===== src/rtl/useq_pkg.sv =====
// Shared encodings for the microprogrammed sequencer: opcodes, FSM states and
// microword field layout helpers.
package useq_pkg;

  localparam logic [2:0] OP_NEXT  = 3'd0;
  localparam logic [2:0] OP_JC    = 3'd1;
  localparam logic [2:0] OP_JU    = 3'd2;
  localparam logic [2:0] OP_CALL  = 3'd3;
  localparam logic [2:0] OP_RET   = 3'd4;
  localparam logic [2:0] OP_LOOP  = 3'd5;
  localparam logic [2:0] OP_LDCNT = 3'd6;
  localparam logic [2:0] OP_HALT  = 3'd7;

  typedef enum logic {
    ST_IDLE = 1'b0,
    ST_RUN  = 1'b1
  } state_t;

  // Field layout, MSB to LSB: {dp[D-1:0], op[2:0], arg[A-1:0]}.
  function automatic int word_width(input int log_memsize, input int num_d_ctrlbits);
    return num_d_ctrlbits + 3 + log_memsize;
  endfunction

  function automatic int op_idx(input int log_memsize);
    return log_memsize + 2;
  endfunction

  function automatic int a_idx(input int log_memsize);
    return log_memsize - 1;
  endfunction

  function automatic int d_idx(input int log_memsize, input int num_d_ctrlbits);
    return word_width(log_memsize, num_d_ctrlbits) - 1;
  endfunction

  // Layout constants for the default geometry (4-bit address, 5 control bits).
  localparam int LP_WORDWIDTH = word_width(4, 5);
  localparam int LP_OP_IDX    = op_idx(4);
  localparam int LP_A_IDX     = a_idx(4);
  localparam int LP_D_IDX     = d_idx(4, 5);

endpackage


===== src/rtl/useq_stack.sv =====
// Shallow LIFO of return addresses. sp resets synchronously and can be
// cleared on a new run; entry storage is not reset.
module useq_stack #(
  parameter int P_DEPTH = 2,
  parameter int P_WIDTH = 4
) (
  input  logic               clk,
  input  logic               rst,
  input  logic               clr,
  input  logic               push,
  input  logic               pop,
  input  logic [P_WIDTH-1:0] push_data,
  output logic [P_WIDTH-1:0] top,
  output logic               full,
  output logic               empty
);

  localparam int LP_SPW = $clog2(P_DEPTH + 1);

  logic [LP_SPW-1:0]  sp;
  // Sized to the full sp range so indexing by sp never needs truncation.
  logic [P_WIDTH-1:0] entries [1 << LP_SPW];

  assign full  = (sp == LP_SPW'(P_DEPTH));
  assign empty = (sp == '0);
  assign top   = entries[sp - 1'b1];

  always_ff @(posedge clk) begin
    if (rst || clr) begin
      sp <= '0;
    end else if (push && !full) begin
      sp <= sp + 1'b1;
    end else if (pop && !empty) begin
      sp <= sp - 1'b1;
    end
  end

  always_ff @(posedge clk) begin
    if (push && !full) begin
      entries[sp] <= push_data;
    end
  end

endmodule


===== src/rtl/useq_sequencer.sv =====
// Microprogrammed sequencer: loadable microcode store, start/done run control,
// loop counter and call/return stack driving datapath control bits.
module useq_sequencer
  import useq_pkg::*;
#(
  parameter int P_LOG_MEMSIZE    = 4,
  parameter int P_NUM_D_CTRLBITS = 5,
  parameter int P_STACK_DEPTH    = 2
) (
  input  logic                                                clk,
  input  logic                                                rst,
  input  logic                                                start,
  input  logic                                                cres,
  input  logic                                                ld_valid,
  output logic                                                ld_ready,
  input  logic [P_LOG_MEMSIZE-1:0]                            ld_addr,
  input  logic [word_width(P_LOG_MEMSIZE,P_NUM_D_CTRLBITS)-1:0] ld_data,
  output logic [P_NUM_D_CTRLBITS-1:0]                         dp_ctrl,
  output logic                                                busy,
  output logic                                                done,
  output logic                                                err
);

  localparam int LP_MEMSIZE = 1 << P_LOG_MEMSIZE;
  localparam int LP_WW      = word_width(P_LOG_MEMSIZE, P_NUM_D_CTRLBITS);
  localparam int LP_OPI     = op_idx(P_LOG_MEMSIZE);
  localparam int LP_AI      = a_idx(P_LOG_MEMSIZE);
  localparam int LP_DI      = d_idx(P_LOG_MEMSIZE, P_NUM_D_CTRLBITS);

  // Load handshake: a write happens on any cycle with ld_valid && ld_ready.
  // ld_ready is high only in IDLE; there is no other back-pressure.
  logic [LP_WW-1:0] mem [LP_MEMSIZE];

  state_t                      state, state_nxt;
  logic [P_LOG_MEMSIZE-1:0]    pc, pc_nxt;
  logic [P_LOG_MEMSIZE-1:0]    cnt, cnt_nxt;
  logic                        done_nxt;
  logic                        fault;
  logic                        run_start;
  logic                        push, pop;
  logic                        stk_full, stk_empty;
  logic [P_LOG_MEMSIZE-1:0]    stk_top;

  logic [LP_WW-1:0]            word;
  logic [P_NUM_D_CTRLBITS-1:0] word_dp;
  logic [2:0]                  word_op;
  logic [P_LOG_MEMSIZE-1:0]    word_arg;
  logic [P_LOG_MEMSIZE-1:0]    pc_inc;

  assign word     = mem[pc];
  assign word_dp  = word[LP_DI -: P_NUM_D_CTRLBITS];
  assign word_op  = word[LP_OPI -: 3];
  assign word_arg = word[LP_AI:0];
  assign pc_inc   = pc + 1'b1;

  assign ld_ready = (state == ST_IDLE);
  assign busy     = (state == ST_RUN);
  assign dp_ctrl  = (state == ST_RUN) ? word_dp : '0;

  always_ff @(posedge clk) begin
    if (ld_valid && ld_ready) begin
      mem[ld_addr] <= ld_data;
    end
  end

  useq_stack #(
    .P_DEPTH (P_STACK_DEPTH),
    .P_WIDTH (P_LOG_MEMSIZE)
  ) u_stack (
    .clk       (clk),
    .rst       (rst),
    .clr       (run_start),
    .push      (push),
    .pop       (pop),
    .push_data (pc_inc),
    .top       (stk_top),
    .full      (stk_full),
    .empty     (stk_empty)
  );

  always_comb begin
    state_nxt = state;
    pc_nxt    = pc;
    cnt_nxt   = cnt;
    done_nxt  = 1'b0;
    fault     = 1'b0;
    run_start = 1'b0;
    push      = 1'b0;
    pop       = 1'b0;
    unique case (state)
      ST_IDLE: begin
        if (start) begin
          state_nxt = ST_RUN;
          pc_nxt    = '0;
          cnt_nxt   = '0;
          run_start = 1'b1;
        end
      end
      ST_RUN: begin
        case (word_op)
          OP_NEXT: pc_nxt = pc_inc;
          OP_JC:   pc_nxt = cres ? word_arg : pc_inc;
          OP_JU:   pc_nxt = word_arg;
          OP_CALL: begin
            if (!stk_full) begin
              push   = 1'b1;
              pc_nxt = word_arg;
            end else begin
              fault = 1'b1;
            end
          end
          OP_RET: begin
            if (!stk_empty) begin
              pop    = 1'b1;
              pc_nxt = stk_top;
            end else begin
              fault = 1'b1;
            end
          end
          OP_LOOP: begin
            if (cnt != '0) begin
              cnt_nxt = cnt - 1'b1;
              pc_nxt  = word_arg;
            end else begin
              pc_nxt = pc_inc;
            end
          end
          OP_LDCNT: begin
            cnt_nxt = word_arg;
            pc_nxt  = pc_inc;
          end
          OP_HALT: begin
            state_nxt = ST_IDLE;
            done_nxt  = 1'b1;
          end
          default: pc_nxt = pc_inc;
        endcase
        // A fault leaves pc and cnt where they were for post-mortem inspection.
        if (fault) begin
          state_nxt = ST_IDLE;
          done_nxt  = 1'b1;
        end
      end
      default: state_nxt = ST_IDLE;
    endcase
  end

  always_ff @(posedge clk) begin
    if (rst) begin
      state <= ST_IDLE;
      pc    <= '0;
      cnt   <= '0;
      done  <= 1'b0;
    end else begin
      state <= state_nxt;
      pc    <= pc_nxt;
      cnt   <= cnt_nxt;
      done  <= done_nxt;
    end
  end

  always_ff @(posedge clk) begin
    if (rst || run_start) begin
      err <= 1'b0;
    end else if (fault) begin
      err <= 1'b1;
    end
  end

endmodule


===== config.mk =====
export PLATFORM = sky130hd
export DESIGN_NAME = useq_sequencer
export DESIGN_NICKNAME = d
export VERILOG_FILES = /design/src/rtl/useq_pkg.sv /design/src/rtl/useq_stack.sv /design/src/rtl/useq_sequencer.sv
export SDC_FILE = /design/constraint.sdc
export NUM_CORES = 1
export LEC_CHECK = 0
export BUFFER_PORTS_ARGS = -buffer_cell sky130_fd_sc_hd__buf_2
export CAP_MARGIN = 30
export CORE_MARGIN = 10
export CORE_UTILIZATION = 48
export CTS_CLUSTER_SIZE = 30
export DETAILED_ROUTE_END_ITERATION = 16
export HOLD_SLACK_MARGIN = 0.05
export PLACE_DENSITY = 0.71
export SKIP_LAST_GASP = 1
export SLEW_MARGIN = 10
export SYNTH_ARGS = -nofsm -noshare
export SYNTH_HDL_FRONTEND = slang
export SYNTH_SLANG_ARGS = --single-unit

===== constraint.sdc =====
create_clock -name clk -period 2.7 [get_ports clk]
set_clock_uncertainty 0.2 [all_clocks]
set_input_delay 0.54 -clock clk [delete_from_list [all_inputs] [get_ports clk]]
set_output_delay 0.54 -clock clk [all_outputs]
set_load 0.005 [all_outputs]

[Yosys cells after proc, flatten, opt, wreduce, memory -nomap -nowiden]
Memories as Yosys holds them, arrays and structs flattened. A register that Yosys moved wholly into a read port is not among the register bits.
Cells that the tools add are included.
Widths: inputs -> output; s select.
Storage, ports and cells
  register bits after elaboration: 13
  RAM bits: 208
  input bits: 21
  output and inout bits: 9
  word-level logic and storage cells: 78
  memories: 2
Operators by class
  add/sub/neg operators: 4
  equality and inequality tests: 14
  muxes and demuxes: 37
  bitwise gates (word level): 1
  reductions and logical operators: 14
Memory list
  mem: words 16, width 12, read ports 1, clocked after Yosys merged registers in 1, write ports 1, line useq_sequencer.sv:32  | logic [LP_WW-1:0] mem [LP_MEMSIZE];
  u_stack.entries: words 4, width 4, read ports 1, clocked after Yosys merged registers in 0, write ports 1, line useq_stack.sv:22  | logic [P_WIDTH-1:0] entries [1 << LP_SPW];
Operators by type and width (number)
  $mux 4: 8
  $pmux 4 s2: 3
  $pmux 4 s6: 1
  $mux 1: 20
  $eq 3x3->1 const B: 4
  $ne 3x3->1 const B: 3
  $ne 7x2->1 const B: 1
  $eq 3x2->1 const B: 2
  $mux 5: 1
  $add 4x1->4 const B: 1
  $mux 2: 2
  $pmux 1 s2: 2
  $reduce_and 4->1: 1
  $reduce_bool 4->1: 1
  $reduce_or 2->1: 2
  $sub 4x1->4 const B: 1
  $eq 3x1->1 const B: 1
  $logic_and 1x1->1: 3
  $logic_not 3->1: 1
  $ne 3x1->1 const B: 1
  $reduce_and 3->1: 1
  $add 2x1->2 const B: 1
  $eq 2x2->1 const B: 1
  $logic_not 1->1: 2
  other kinds (6): 6

[Logic depth before layout (Yosys ltp)]
  word-level depth: 7
  mapped depth: 10
  depth with buffers taken out: 9

[Modules after synthesis]
A second synthesis with hierarchy kept.
Unflattened totals
  cell total of the unflattened synthesis: 492
  area, all modules: 9180.1 sq um
Modules (own cells, without submodules)
  useq_sequencer: instances 1, cells each 449, area an instance 8408.1 sq um, seq. area each 6065.8 sq um
  useq_stack: instances 1, cells each 43, area an instance 772.0 sq um, seq. area each 520.5 sq um

[Worst setup path after synthesis]
Ideal clock, no wire load.
  path type: reg2out
  start: register with a tool-made name
  end: output dp_ctrl[0]
  arrival: 2.205 ns
  required time: 1.960 ns
  slack: -0.245 ns
  stages on the path, launching flop included: 7
  buffers on the path: 3
  cells stage by stage: dfxtp_1 -> buf_6 -> buf_2 -> buf_2 -> mux4_2 -> mux4_2 -> and2_1
RTL lines
  end: declaration: line useq_sequencer.sv:18  | output logic [P_NUM_D_CTRLBITS-1:0] dp_ctrl,

==> out/metrics.yaml <==
logic_synthesis:
  avgSynthCellArea_um2: 18.60
  yosysMostFrequentCell: "edfxtp_1"
  synth_area_um2: 9335
  ys_ff_latch: 225
  synthFlopType: "edfxtp_1"
  async_flop_share_pct: 0
  ys_warn_count: 0
  synth_area_leaders: "edfxtp_1 (67%), mux4_2 (13%), dfxtp_1 (3.6%)"
  ys_types: 67
  yosys.area.top_type: "edfxtp_1"
  yosysSeqAreaShare_pct: 70.55
  synth-edff-count: 208
  synthCells: 502
  synth.top_cells.by_count: "edfxtp_1 (208), mux4_2 (53), nor2_1 (23)"
  synth.top_cell.area_share_pct: 66.91
setup_path:
  crit_type: "flop to primary output"
  cp.arrival_ns: 2.41
  crit_chain: "buf_12, buf_8, mux4_2, mux4_2, and2_4, buf_6"
  max_stage_delay_ns: 0.53
  cp.required_ns: 1.96
  startpoint_type: "flop"
  crit_path_end_kind: "primary output"
  slowest_stage: "mux4_2"
  path_max_fanout: 4
  crit_top_cell: "mux4_2"
  r2r_slack_ns: -0.37
outcome:
  violations: "setup timing"
  status: "finished, violations left"
clocking:
  clock_path_buffers: 3
  cts_buffers: 24
  htree_levels: 1
  insertion_delay_ns: 0.52
  cts_tree: "done"
  cts_root_buffer: "clkbuf_16"
  clk_pin_slew_ns: 0.06
  cts.sinks: 225
  cts_hold_buf: 0
placed_design:
  gp_congestion: 0.8706
  portBuffers: 29
  placed_cell_area_um2: 10370
  hpwl_um: 14160
timing:
  fin_crit_sh_pct: 116.5
  slew_viol_final: 0
  relSlewSlack_pct: 57.75
  setup_ws_ns: -0.4467
  fmax_mhz: 317.8
  tightest_slew_ns: 0.6271
  hold_viol_final: 0
  finalSetupViolCount: 34
  fin_crit_ns: 3.147
  rsz0062_at_grt: "yes"
  whs_ns: 0.1173
  finalSetupTns_ns: -8.949
global_routing:
  grt_pass1_vias: 5592
  grt_use_total_pct: 16.82
  antenna_found_initial: 1
  grt_max_degree: 20
  grt-ovfl-total: 0
  grt_first_pass_wirelength_um: 33300
layout:
  syn_to_final_growth_pct: 26.20
  diodes: 0
  multi_input_area_um2: 2919
  seqCellArea_um2: 6594
  fill_cells: 1370
  drive_above_1_share_pct: 44.44
  design_area_um2: 11780
  finalNetCount: 667
hold_path:
  hold_path_class: "input port to flop"
die:
  start_util_pct: 49.41
  dieArea_um2: 25430
  die_w_um: 159.5
  core_area_um2: 18890
  die_y_um: 159.5
  io_pins: 30
  rows: 50
pwr:
  p_per_area_nw_per_um2: 1130
  switching_share_pct: 32.52
  power_leakage_nw: 3.938
  power.internal_mw: 8.984
  power_frac_clock_pct: 24.6
  pwr-share-seq_pct: 31.0
  pwr-share-comb_pct: 44.4
  power_switching_mw: 4.330
  max-vdd-ir-drop_uv: 764.1
routing:
  drc_errors: 0
  detail-route-antenna-nets: 0
  wl_per_cell_um: 23.50
  via_per_inst: 5.767
  drt_first_pass_iters: 5
  first_iter_violations: 420
  vias: 5288
  routed_wl_um: 21550
flow_run:
  maxCapViolCount: 0
## worst max-delay path, delay by kind of cell, from the launching register on
family,cells,cell delay [ns]
mux,2,1.00
buf+inv,3,0.35
simple gates,1,0.17
flops,1,0.37
## cell type report
type | instances | area share, %
clock buffer | 26 | 5.161
clock inverter | 18 | 1.636
inverter | 12 | 0.3823
multi-input combinational | 246 | 24.78
sequential | 225 | 55.97
tap | 260 | 2.761
timing repair buffer | 130 | 9.314
## flip-flops by register name, indices dropped and copies added (netlist names), named ones only
name             count
mem                192
u_stack.sp           2
busy                 1
done                 1
cnt                  4
pc                   4
u_stack.entries     16
err                  1
## cells by family (layout without fill, tap and decap cells)
kind of cell / after synthesis / after routing / share of synthesized area [%]
DFF: 225 / 225 / 70.55
and+or+nand+nor: 100 / 100 / 5.763
muxes: 75 / 75 / 15.55
AOI/OAI and AO/OA: 56 / 57 / 4.999
buffers and inverters: 35 / 186 / 1.876
adders and majority gates: 7 / 7 / 0.9382
xor gates and xnor gates: 3 / 3 / 0.2815
other: 1 / 4 / 0.04017
## power groups by stage
stage | Sequential [mW] | Clock (mW) | Combinational, mW
after floorplan | 4.14 | 0 | 2.82
after global placement | 4.19 | 0 | 4.20
after detailed placement | 4.19 | 0 | 4.27
after CTS | 4.13 | 3.33 | 5.36
after global routing | 4.15 | 3.46 | 6.26
final | 4.13 | 3.27 | 5.91
## per-layer routing
| metal | up-vias | part of all wire [%] | GRT usage, % |
|---|---|---|---|
| li1 | 2324 | - | - |
| met1 | 2759 | 41 | 21.64 |
| met2 | 157 | 50 | 28.24 |
| met3 | 46 | 6.4 | 3.770 |
| met4 | 2 | 2.4 | 4.339 |
| met5 | - | 0.060 | 0 |
## worst paths after layout
check / startpoint / endpoint / depth (start not counted)
worst min register to register: err / err / 2
worst min-delay path: rst / done / 2
worst max-delay path: flop / dp_ctrl[1] / 6
worst max register to register: flop / flop / 12
## cells in the final DEF (no fill, tap or decap), types with 8 or more instances in the layout
cell type	n
nand2_1	15
inv_1	12
buf_2	24
mux2i_1	15
mux4_2	53
clkbuf_16	24
buf_4	78
buf_6	19
dfxtp_1	15
and2_4	8
a21oi_1	9
nor2_1	21
edfxtp_1	208
## stage by stage
stage	cells	total power [mW]	setup WS, ns	utilization (%)
detailed placement	852	8.463	-0.1646	54.87
global route	917	13.88	-0.5084	62.36
CTS	912	12.82	-0.4673	61.47
finish	917	13.31	-0.4467	62.36
global placement	852	8.387	-0.2168	54.87
floorplan	505	6.960	0.005524	-
## what timing repair did
item	4_1_cts	5_1_grt
pin swaps	21	22
cloned	2	0
setup buffers	15	5
gates resized for setup	68	29
setup endpoints to repair	31	34
No activity file was read; power rests on OpenSTA's default activity.
